[config.mk]
export PLATFORM = sky130hd
export DESIGN_NAME = wave_gen
export DESIGN_NICKNAME = d
export VERILOG_FILES = /design/src/rtl/wave_gen.sv
export SDC_FILE = /design/constraint.sdc
export NUM_CORES = 1
export LEC_CHECK = 0
export ABC_AREA = 1
export CAP_MARGIN = 30
export CORE_MARGIN = 8
export CORE_UTILIZATION = 55
export CTS_BUF_LIST = sky130_fd_sc_hd__clkbuf_4 sky130_fd_sc_hd__clkbuf_8
export DETAILED_ROUTE_END_ITERATION = 8
export PLACE_DENSITY = 0.79
export SLEW_MARGIN = 20
export SYNTH_ARGS = -nofsm -noshare
export SYNTH_HDL_FRONTEND = slang
export SYNTH_SLANG_ARGS = --single-unit
export TNS_END_PERCENT = 20
[constraint.sdc]
create_clock -name clk -period 2 [get_ports clk]
set_input_delay 0.4 -clock clk [delete_from_list [all_inputs] [get_ports clk]]
set_output_delay 0.4 -clock clk [all_outputs]
set_load 0.02 [all_outputs]
[src/rtl/wave_gen.sv]
// wave_gen: phase-accumulator test-signal source (square / sawtooth / triangle).
// A shadowed configuration swaps into the active registers at a period boundary.
module wave_gen #(
    parameter int PHASE_W = 32
) (
    input  logic               clk,
    input  logic               rst,
    input  logic               en,
    input  logic               cfg_valid,
    output logic               cfg_ready,
    input  logic [PHASE_W-1:0] cfg_inc,
    input  logic [1:0]         cfg_wave,
    input  logic [7:0]         cfg_duty,
    output logic [9:0]         data_out,
    output logic               data_valid,
    output logic               sync
);

    typedef enum logic [1:0] {
        WAVE_SQUARE = 2'd0,
        WAVE_SAW    = 2'd1,
        WAVE_TRI    = 2'd2,
        WAVE_OFF    = 2'd3
    } wave_e;

    localparam logic [7:0] DUTY_HALF = 8'd128;

    // Active configuration and phase
    logic [PHASE_W-1:0] acc;
    logic [PHASE_W-1:0] inc;
    wave_e              wave;
    logic [7:0]         duty;

    // Shadow configuration awaiting a period boundary
    logic [PHASE_W-1:0] sh_inc;
    wave_e              sh_wave;
    logic [7:0]         sh_duty;
    logic               pending;

    // Set on the carry edge so the sample of the wrapped phase carries sync
    logic               wrapped;

    logic [PHASE_W:0]   sum;
    logic               carry;
    logic               xfer;
    logic               apply_idle;
    logic               apply_carry;
    logic [7:0]         phase;
    logic [8:0]         tri_wide;
    logic [8:0]         sample;

    assign sum         = {1'b0, acc} + {1'b0, inc};
    assign carry       = sum[PHASE_W];
    assign cfg_ready   = !pending;
    assign xfer        = cfg_valid && !pending;
    assign apply_idle  = pending && (!en || inc == '0);
    assign apply_carry = pending && en && carry;
    assign phase       = acc[PHASE_W-1 -: 8];

    // Triangle folds in 9 bits; the falling half is 2*(255-p)+1, never above 255.
    always_comb begin
        // NOTE: defaults first, so every path assigns and no latch is inferred.
        sample   = 9'd0;
        tri_wide = phase[7] ? {8'd255 - phase, 1'b1} : {phase, 1'b0};
        case (wave)
            WAVE_SQUARE: sample = (phase < duty) ? 9'd255 : 9'd0;
            WAVE_SAW:    sample = {1'b0, phase};
            WAVE_TRI:    sample = tri_wide;
            default:     sample = 9'd0;
        endcase
    end

    always_ff @(posedge clk or negedge rst) begin
        if (!rst) begin
            acc     <= '0;
            inc     <= '0;
            wave    <= WAVE_SQUARE;
            duty    <= DUTY_HALF;
            sh_inc  <= '0;
            sh_wave <= WAVE_SQUARE;
            sh_duty <= DUTY_HALF;
            pending <= 1'b0;
            wrapped <= 1'b0;
        end else begin
            // NOTE: non-blocking assignments keep every read at the pre-edge value.
            if (apply_idle) begin
                acc     <= '0;
                wrapped <= 1'b0;
                inc     <= sh_inc;
                wave    <= sh_wave;
                duty    <= sh_duty;
                pending <= 1'b0;
            end else if (en) begin
                acc     <= sum[PHASE_W-1:0];
                wrapped <= carry;
                if (apply_carry) begin
                    inc     <= sh_inc;
                    wave    <= sh_wave;
                    duty    <= sh_duty;
                    pending <= 1'b0;
                end
            end

            // Accepted only while nothing is pending, so it never collides with an apply
            if (xfer) begin
                sh_inc  <= cfg_inc;
                sh_wave <= wave_e'(cfg_wave);
                sh_duty <= cfg_duty;
                pending <= 1'b1;
            end
        end
    end

    always_ff @(posedge clk or negedge rst) begin
        if (!rst) begin
            data_out   <= '0;
            data_valid <= 1'b0;
            sync       <= 1'b0;
        end else if (en) begin
            data_out   <= {1'b0, sample};
            data_valid <= 1'b1;
            sync       <= wrapped;
        end else begin
            data_valid <= 1'b0;
            sync       <= 1'b0;
        end
    end

endmodule

# ---- After elaboration in Yosys (flattened, before gate mapping)
# Index checks and enable logic that the tools add are counted.
# W data, S select, Z words.
dict set report op_classes {
  n_reduce_logical 15
  magnitude_cmp 1
  eq_ne 2
  mux 22
  add_sub_neg 2
}
# op n
set op_table {}
lappend op_table {{$mux W32} 5}
lappend op_table {{$add A32 B32 Y33} 1}
lappend op_table {{$logic_not A32 Y1} 1}
lappend op_table {{$mux W8} 4}
lappend op_table {{$pmux W9 S3} 1}
lappend op_table {{$mux W9} 1}
lappend op_table {{$lt A8 B8 Y1} 1}
lappend op_table {{$mux W1} 8}
lappend op_table {{$sub A8 B8 Y8 const A} 1}
lappend op_table {{$mux W2} 3}
lappend op_table {{$reduce_bool A3 Y1} 2}
lappend op_table {{$logic_and A1 B1 Y1} 4}
lappend op_table {{$reduce_and A2 Y1} 2}
lappend op_table {{$reduce_bool A2 Y1} 2}
lappend op_table {{$eq A2 B1 Y1 const B} 1}
lappend op_table {{$eq A2 B2 Y1 const B} 1}
lappend op_table {{$logic_not A1 Y1} 2}
lappend op_table {{$logic_not A2 Y1} 1}
lappend op_table {{$logic_or A1 B1 Y1} 1}
dict set report word_totals {
  ff_bits 129
  inputBits 46
  elab_cells 54
  output_inout_bits 13
}

# ---- Depth between registers and ports, before layout
dict set report depth {
  word_depth 6
  depth_mapped 15
  mapped_depth_nobuf 14
}

# ---- Least setup slack after synthesis
# No wires, ideal clock.
dict set report synth_path {
  path_kind {flip-flop to flip-flop}
  start {reg inc[0]}
  end {reg inc[1]}
  arrival_ps 1895
  required_time_ps 1883
  slack_ps -12
  path_buffers 1
  period_less_slack_ps 2012
  stages_incl_launch_ff 14
  setup_time_ps 117
  path_cell_list {dfrtp_1 ha_1 fa_1 nand2_1 nand2_1 nand3_2 nand2_2 nand2_2 nand2_4 nand2_4 nand3_4 buf_8 nand3_2 nand2_1}
}
dict set report synth_between {
  elab_chain_len 5
  word_cells_on_any_way 9
  cone_classes {add/sub (1); mux (1); reduce/logical (7)}
}
# item line
set synth_rtl {}
lappend synth_rtl {{from (decl)} 30} ;# logic [PHASE_W-1:0] inc;
lappend synth_rtl {{from (signal assigned)} 89} ;# inc <= sh_inc;
lappend synth_rtl {{from (signal assigned)} 97} ;# inc <= sh_inc;
lappend synth_rtl {{parallel branches: the longest is 5 deep, another holds $add A32 B32 Y33} --}
# Parallel ways; which one is timed is not known.
# A chain may end at the register's enable or synchronous reset.

# ---- Final worst setup path
dict set report layout_path {
  start {reg inc[30]}
  end {reg inc[24]}
}
# The elaborated chain is that of the path after synthesis.

==> out/qor.txt <==
Post-synth ARST share - 1.000
Fin crit period - 2024 ps
Placer congestion estimate - 0.9169
Nets - 1311
Final ANT Viol Nets - 0
Status - finished, violations left
Routed wire length per instance - 16.04 um
Max-Cap Viols - 0
Total power - 19.00 mW
Avg Inst Size Synth - 7.804 um2
RSZ-0062 raised after global routing - true
Hold WS - 429.7 ps
Clock root buffer - clkbuf_8
Initial core utilization - 0.5596
Initial DRT Pass Iterations - 5
Commonest cells after routing, fill and taps aside - nand2_1, inv_1, dfrtp_1, buf_4, nand3_2
Worst Path Arrival - 2370 ps
Total number of vias - 7661
Post-Syn Instances - 1082
Slew headroom - 0.5925
Commonest non-fill, non-tap cell in the layout - nand2_1
Row count - 45
Number of unique standard cell types used by synthesis - 41
# IOs - 59
Worst path cell trace - ha_1, nand2_1, a21oi_1, nor2_1, nand2_1, a21oi_4, nand3_4, buf_12, nand3_2, nand2_2
Fin crit share - 1.012
Pwr/cell area - 1776 nW/um2
Max H-tree Level - 4
Number of synthesized register bits - 128
Worst path max stage delay - 450 ps
Cell family with most CP delay - simple AND/OR/NAND/NOR gates
DR iter-0 viols - 628
Clk Latency, worst-skew pair - 460 ps
WS Path Type - reg2reg
Cts bufs inserted - 17
Worst Path Buf+Inv - 1
F_max - 0.4940 GHz
Crit path depth - 10
Final setup fails - 6
Placed Instances - 1382
Core Region - 15090 um2
CP required - 2350 ps
Drt drc - 0
Sequential fraction of the synthesis area - 0.3796
Fraction of layout cells with a size suffix above 1 - 0.2698
Post-synth top area cell - dfrtp_1
Footprint of the multi-input gates - 4783 um2
Die width - 139.9 um
Peak VDD IR - 1155 uV
Area grow syn2layout - 26.73%
Count of input and output buffers - 56
Total GRT Usage - 0.2339
Final WL - 22870 um
Number of failing hold endpoints at the final stage - 0
Type of element capturing the critical path - flop
Leakage Power - 5.554 nW
Place WS - -75.56 ps
Worst Reg-to-Reg Cells - 10
CP max stage cell - dfrtp_2
Failing checks - setup timing
Ys Warns - 0
Grt ovf - 0
Hold/Removal Path Class - in2async
Number of global-route vias before repair - 7521
Die area - 19570 um2
Clock tree buffer depth - 2
Main area contributors after synthesis - dfrtp_1, nand2_1, nand3_2
Vias/cell - 5.372
Die extent in y - 139.9 um
CP Max Fanout - 26
Fillcell total - 1095
First-pass GRT wire length - 36870 um
Final worst slack - -24.27 ps
Clock Sinks - 128
Most frequent CP cell - nand2_1
Top cell type's share of synthesized area - 0.3734
Clk pin slew, worst setup/hold paths - 90 ps
Startpoint Class - flop
Post-synth EDFFs - 0
Final Skew - 9.795 ps
Slew at the pin closest to its max-slew limit - 611.3 ps
Finished Layout Cells - 1426
Initial antenna violation count - 0
Mapped Area - 8444 um2
CTS tree - yes
Predominant post-synthesis flop cell - dfrtp_1
HPWL Detailed - 16160 um
Flop2flop setup slack - -20 ps
Max Slew Vio Count - 0
Largest net degree at the start of global routing - 44
Reg area - 3214 um2
# diodes - 0
[logic make-up (layout without fill, tap and decap cells)]
family,after synthesis,after routing,share of synthesized area
AO/OA/AOI/OAI,68,68,0.04964
XOR/XNOR,6,6,0.006223
adder cells (fa/ha/maj),40,40,0.06016
buffers and inverters,188,342,0.1025
flip-flops,128,128,0.3796
multiplexers,42,42,0.05601
other,1,2,0.0004441
AND/OR/NAND/NOR,609,610,0.3454
[flip-flops by register name, summed over array words and instances, names as in the netlist, 2 cells and up]
| register | cells |
|---|---|
| acc | 32 |
| inc | 32 |
| sh_inc | 32 |
| data_out | 8 |
| duty | 8 |
| sh_duty | 8 |
| sh_wave | 2 |
| wave | 2 |
[worst paths after layout]
| check | from | endpoint |
|---|---|---|
| min in group clk | duty[7] | duty[7] |
| max reg2reg | inc[30] | inc[24] |
| min reg2reg | duty[7] | duty[7] |
| max | inc[30] | inc[24] |
| min | rst | sh_inc[9] |
| max in group asynchronous | rst | sh_duty[7] |
[cells in the mapped netlist, types with 5 or more instances]
cell type,n
buf_6,5
nand3_2,71
mux2_2,42
clkbuf_1,7
buf_2,13
nor2_1,79
nand2_1,380
o21ai_1,9
a21oi_1,25
nand3_1,52
o21ai_0,7
o211ai_1,7
dfrtp_1,126
o22ai_1,7
ha_1,39
a22o_1,8
nand2_2,7
xor2_1,6
inv_1,149
[timing repair]
item | 4_1_cts | 5_1_grt
buffers inserted | 3 | 7
pin swaps | 0 | 5
endpoints found under the setup margin | 44 | 61
cloned | 1 | 0
hold buffers | 1 | 0
endpoints found under the hold margin | 31 | 0
resized for setup | 15 | 52
[cell type report]
type,instances,share of cell area
multi-input combinational,768,0.4470
sequential,128,0.3004
timing repair buffer,156,0.1359
inverter,154,0.05402
clock buffer,18,0.02257
tap,188,0.02198
clock inverter,14,0.01824
[where the power goes]
part	internal, mW	leakage, nW	switching [mW]
Clock	1.30	0.220	1.19
Combinational	5.12	3.78	6.23
Sequential	3.86	1.55	1.31
[metrics by stage]
| step | util | setup TNS, ps | instance area, um2 |
|---|---|---|---|
| after floorplan | - | 0 | 8451 |
| after global placement | 0.6475 | 0 | 9771 |
| after detailed placement | 0.6475 | -1236 | 9771 |
| after CTS | 0.6844 | -18.03 | 10330 |
| after global routing | 0.7092 | -4318 | 10700 |
| final | 0.7092 | -41.32 | 10700 |
[per-layer routing]
layer / wire length [um] / share of wire / vias to the layer above / track usage
met5: 0 / 0 / - / 0
met4: 554 / 0.024 / 0 / 0.08343
met3: 1054 / 0.046 / 58 / 0.04213
li1: - / - / 3710 / -
met1: 10310 / 0.45 / 3652 / 0.3083
met2: 10950 / 0.48 / 241 / 0.3793
Note: power is estimated with default switching activity, not from simulation.
